File: src/rtl/simon_pkg.sv
// Shared SIMON32/64 constants, FSM state type and round-function helpers
// used by the encrypt core, decrypt core and key expansion.
package simon_pkg;

  localparam int N = 16;
  localparam int M = 4;
  // SIMON32/64 (four key words) runs 32 rounds.
  localparam int T = (M == 4) ? 32 : 0;
  localparam int C = 5;

  localparam logic [C:0] CNT_INIT = (C+1)'(T-1);
  localparam logic [C:0] CNT_ONE  = (C+1)'(1);

  typedef enum logic [1:0] {IDLE, WAIT_KEY, RUN, DONE} state_e;

  function automatic logic [N-1:0] rotl(input logic [N-1:0] v, input int unsigned s);
    logic [2*N-1:0] dbl;
    dbl = {v, v} << (s % N);
    return dbl[2*N-1:N];
  endfunction

  function automatic logic [N-1:0] simon_f(input logic [N-1:0] v);
    return (rotl(v, 1) & rotl(v, 8)) ^ rotl(v, 2);
  endfunction

endpackage

File: src/rtl/simon_round_inv.sv
// One inverse SIMON Feistel round, purely combinational.
module simon_round_inv
  import simon_pkg::*;
(
  input  logic [N-1:0] x_i,
  input  logic [N-1:0] y_i,
  input  logic [N-1:0] rkey_i,
  output logic [N-1:0] x_o,
  output logic [N-1:0] y_o
);

  assign x_o = y_i;
  assign y_o = x_i ^ simon_f(y_i) ^ rkey_i;

endmodule

File: src/rtl/simon_decrypt_core.sv
// Iterative SIMON32/64 decryption: one inverse round per clock, walking the
// round-key schedule from T-1 down to 0.
module simon_decrypt_core
  import simon_pkg::*;
(
  input  logic                clk,
  input  logic                R,
  input  logic                start,
  input  logic [1:0][N-1:0]   ct,
  input  logic                doneKey,
  input  logic [N-1:0]        rKey,
  output logic [C:0]          count,
  output logic                busy,
  output logic                done,
  output logic [1:0][N-1:0]   pt
);

  state_e           state_q, state_d;
  logic [C:0]       count_q, count_d;
  logic [N-1:0]     x_q, x_d, y_q, y_d;
  logic [N-1:0]     x_rnd, y_rnd;
  logic [1:0][N-1:0] ct_q, ct_d, pt_q, pt_d;

  simon_round_inv u_round (
    .x_i    (x_q),
    .y_i    (y_q),
    .rkey_i (rKey),
    .x_o    (x_rnd),
    .y_o    (y_rnd)
  );

  always_ff @(posedge clk or posedge R) begin
    if (R) begin
      state_q <= IDLE;
      count_q <= CNT_INIT;
      x_q     <= '0;
      y_q     <= '0;
      ct_q    <= '0;
      pt_q    <= '0;
    end else begin
      state_q <= state_d;
      count_q <= count_d;
      x_q     <= x_d;
      y_q     <= y_d;
      ct_q    <= ct_d;
      pt_q    <= pt_d;
    end
  end

  always_comb begin
    state_d = state_q;
    count_d = count_q;
    x_d     = x_q;
    y_d     = y_q;
    ct_d    = ct_q;
    pt_d    = pt_q;
    case (state_q)
      IDLE: begin
        if (start) begin
          ct_d    = ct;
          x_d     = ct[1];
          y_d     = ct[0];
          count_d = CNT_INIT;
          state_d = doneKey ? RUN : WAIT_KEY;
        end
      end
      WAIT_KEY: begin
        if (doneKey) state_d = RUN;
      end
      RUN: begin
        // Schedule went away mid-block: restart from the saved ciphertext.
        if (!doneKey) begin
          x_d     = ct_q[1];
          y_d     = ct_q[0];
          count_d = CNT_INIT;
          state_d = WAIT_KEY;
        end else begin
          x_d = x_rnd;
          y_d = y_rnd;
          if (count_q == '0) begin
            pt_d    = {x_rnd, y_rnd};
            count_d = CNT_INIT;
            state_d = DONE;
          end else begin
            count_d = count_q - CNT_ONE;
          end
        end
      end
      DONE: state_d = IDLE;
      default: state_d = IDLE;
    endcase
  end

  assign count = count_q;
  assign busy  = (state_q == WAIT_KEY) || (state_q == RUN);
  assign done  = (state_q == DONE);
  assign pt    = pt_q;

endmodule

File: config.mk
export PLATFORM = sky130hd
export DESIGN_NAME = simon_decrypt_core
export DESIGN_NICKNAME = d
export VERILOG_FILES = /design/src/rtl/simon_pkg.sv /design/src/rtl/simon_round_inv.sv /design/src/rtl/simon_decrypt_core.sv
export SDC_FILE = /design/constraint.sdc
export NUM_CORES = 1
export LEC_CHECK = 0
export ABC_AREA = 1
export ABC_CLOCK_PERIOD_IN_PS = 3800
export BUFFER_PORTS_ARGS = -buffer_cell sky130_fd_sc_hd__buf_2
export CORE_MARGIN = 10
export CORE_UTILIZATION = 57
export CTS_CLUSTER_SIZE = 28
export DETAILED_ROUTE_END_ITERATION = 7
export PLACE_DENSITY = 0.88
export SLEW_MARGIN = 20
export SYNTH_ARGS = -nofsm -noshare
export SYNTH_HDL_FRONTEND = slang
export SYNTH_SLANG_ARGS = --single-unit
File: constraint.sdc
create_clock -name clk -period 3.8 [get_ports clk]
set_clock_uncertainty 0.05 [all_clocks]
set_input_delay 0.38 -clock clk [delete_from_list [all_inputs] [get_ports clk]]
set_output_delay 0.38 -clock clk [all_outputs]
set_load 0.02 [all_outputs]
==> impl_metrics.tcl <==
set metrics [dict create \
    yosysTopAreaCellShare_pct 43.93 \
    post-route-min-period_ps 2464 \
    numCtsBuffers 9 \
    synth-simple-area-share_pct 25.63 \
    tritoncts "yes" \
    die-area_mm2 0.01427 \
    p_per_area_mw_per_mm2 763.5 \
    max-cap-violations 0 \
    synthDistinctLibCells 24 \
    synthToLayoutAreaGrowth_pct 10.25 \
    synth_top_area_cell "dfrtp_1" \
    fin_crit_sh_pct 64.85 \
    hold_buffers 0 \
    cts_max_path_buffers 2 \
    io_buffers 91 \
    initial_utilization_pct 58.23 \
    fp.dieW_um 119.5 \
    async_flop_share_pct 100.0 \
    synth_top_family_by_area "simple AND/OR/NAND/NOR gates" \
    antenna_found_initial 0 \
    finalSetupViolCount 0 \
    grtUsageTotal_pct 21.30 \
    cts.sinks 104 \
    finalWeightedCongestion 0.9006 \
    muxShareOfSynthArea_pct 0 \
    relSlewSlack_pct 29.39 \
    finalHoldViolations 0 \
    status "complete, no violations" \
    grt_pass1_wl_um 25010 \
    wl_per_cell_um 15.86 \
    postCtsSetupBuffers 0 \
    final_nets 889 \
    synthCells 773 \
    crit_arrival_ps 2690 \
    worst_pin_slew_ps 1058 \
    syn-mean-instance-area_um2 7.295 \
    r2r_end "x_q[2]" \
    worst_slack_ps 1336 \
    die_y_um 119.5 \
    p_leak_nw 3.437 \
    hold_path.class "in -> async" \
    regArea_mm2 0.002609 \
    grt-ovfl-total 0 \
    synthAdderAreaFrac_pct 1.331 \
    vias 5279 \
    synth_top_flop_cell "dfrtp_1" \
    drtAntennaViolNets 0 \
    core_area_mm2 0.009684 \
    clk-insertion-delay-late_ps 380 \
    grt_pass1_vias 5005 \
    drc 0 \
    cp.required_ps 4030 \
    synth_area_mm2 0.005639 \
    layout-drive-gt1-share_pct 14.83 \
    htreeDepth 3 \
    wl_um 15370 \
    synth_xor_area_share_pct 0.1553 \
    multiInputGateArea_mm2 0.002459 \
    rsz0062_at_grt "false" \
    startpoint_type "flip-flop" \
    critical_path_class "reg -> reg" \
    synth_compound_area_share_pct 16.49 \
    drt_iter0_drc 506 \
    cts_resized 0 \
    synth_edf_count 0 \
    r2r_cells 7 \
    pre_cts_ws_ps 1382 \
    r2r_slack_ps 1340 \
    grt_start_max_net_pins 65 \
    finalSetupTns_ps 0 \
    fmax_ghz 0.4058 \
    synth_fp_nets 831 \
    synthTopCellsByArea "dfrtp_1 (44%), nand2_1 (16%), a21oi_1 (8.3%)" \
    r2r_start "state_q[0]" \
    detail_route.first_pass.iterations 6 \
    insertedDiodeCount 0 \
    via_per_inst 5.448 \
    ctsRootBufferMaster "clkbuf_8" \
    crit_fanout 40 \
    critPathCaptureType "flip-flop" \
    instances_no_fill 969 \
    ir_drop_mv 0.6199 \
    rows 36 \
    path_clk_slew_ps 100 \
    io_pins 92 \
    ys_seq_elements 104 \
    power.total_mw 4.747 \
    synth-seq-area-share_pct 46.26 \
    drv_slew 0 \
    yosysWarnings 0 \
    dp.cells 953 \
    timing.hold.ws_ps 69.03 \
    startpoint "state_q[0]" \
    fill_cells 862 \
    hpwl_um 11060 \
]
[routing by layer]
metal / share of wire, % / global-route usage [%]
met2: 47 / 35.90
met3: 8.5 / 4.818
met1: 42 / 26.94
met4: 2.5 / 5.732
met5: 0 / 0
[cell families (layout without fill, tap and decap cells)]
family,Yosys count,after routing
simple gates,359,359
compound gates,173,173
flops,104,104
buf+inv,130,193
xor+xnor,1,1
fa+ha+maj,6,6
[where the power goes]
group          total (mW)  internal, mW  switching, mW
combinational        2.22         0.723           1.49
sequential           1.86          1.48          0.383
clock               0.664         0.275          0.390
total                4.75          2.48           2.27
[worst max-delay path: stages (launching register included)]
cell	delay, ps
dfrtp_1	390
inv_1	110
ha_1	230
nand2_1	540
nand2_2	130
inv_2	590
a21oi_1	110
a22oi_1	190
[worst max-delay path by stage]
stage / endpoint / slack, ps / cells after the start
2_1_floorplan: count[5] / 650 / 1
3_3_place_gp: count[4] / 1550 / 9
3_5_place_dp: count[4] / 1380 / 9
4_1_cts: count[4] / 1380 / 9
5_1_grt: x_q[8] / 1130 / 7
6_report: x_q[2] / 1340 / 7
[cells in the mapped netlist (6+ instances only)]
| cell | instances |
|---|---|
| buf_4 | 6 |
| clkbuf_1 | 9 |
| o21ai_0 | 41 |
| nand2_1 | 243 |
| inv_1 | 78 |
| ha_1 | 6 |
| a21oi_1 | 94 |
| nor2_1 | 56 |
| a31oi_1 | 16 |
| buf_2 | 31 |
| nand3_1 | 55 |
| a22oi_1 | 11 |
| dfrtp_1 | 99 |
[cells in the final DEF (no fill, tap or decap), types with 6 or more instances in the layout]
cell / Yosys / layout
a21oi_1: 94 / 94
a22oi_1: 11 / 11
a31oi_1: 16 / 16
buf_2: 31 / 91
clkbuf_8: 0 / 11
dfrtp_1: 99 / 99
ha_1: 6 / 6
inv_1: 78 / 77
nand2_1: 243 / 243
nand3_1: 55 / 55
nor2_1: 56 / 56
o21ai_0: 41 / 41
[sequential cells by signal, summed over array words and instances, names as in the netlist]
register and cells:
count 6, ct_q 32, pt 32, state_q 2, x_q 16, y_q 16
[stage by stage]
step | utilization (%) | area (um^2)
after floorplan | - | 5639
after global placement | 62.30 | 6033
after detailed placement | 62.30 | 6033
after CTS | 64.20 | 6217
after global routing | 64.20 | 6217
final | 64.20 | 6217
[cell type report]
type / instances / share of cell area (%)
Sequential cell: 104 / 41.96
Multi-Input combinational cell: 539 / 39.55
Timing Repair Buffer: 96 / 7.929
Inverter: 81 / 4.931
Tap cell: 133 / 2.677
Clock buffer: 12 / 2.495
Clock inverter: 4 / 0.4629
No activity file was read; power rests on OpenSTA's default activity.
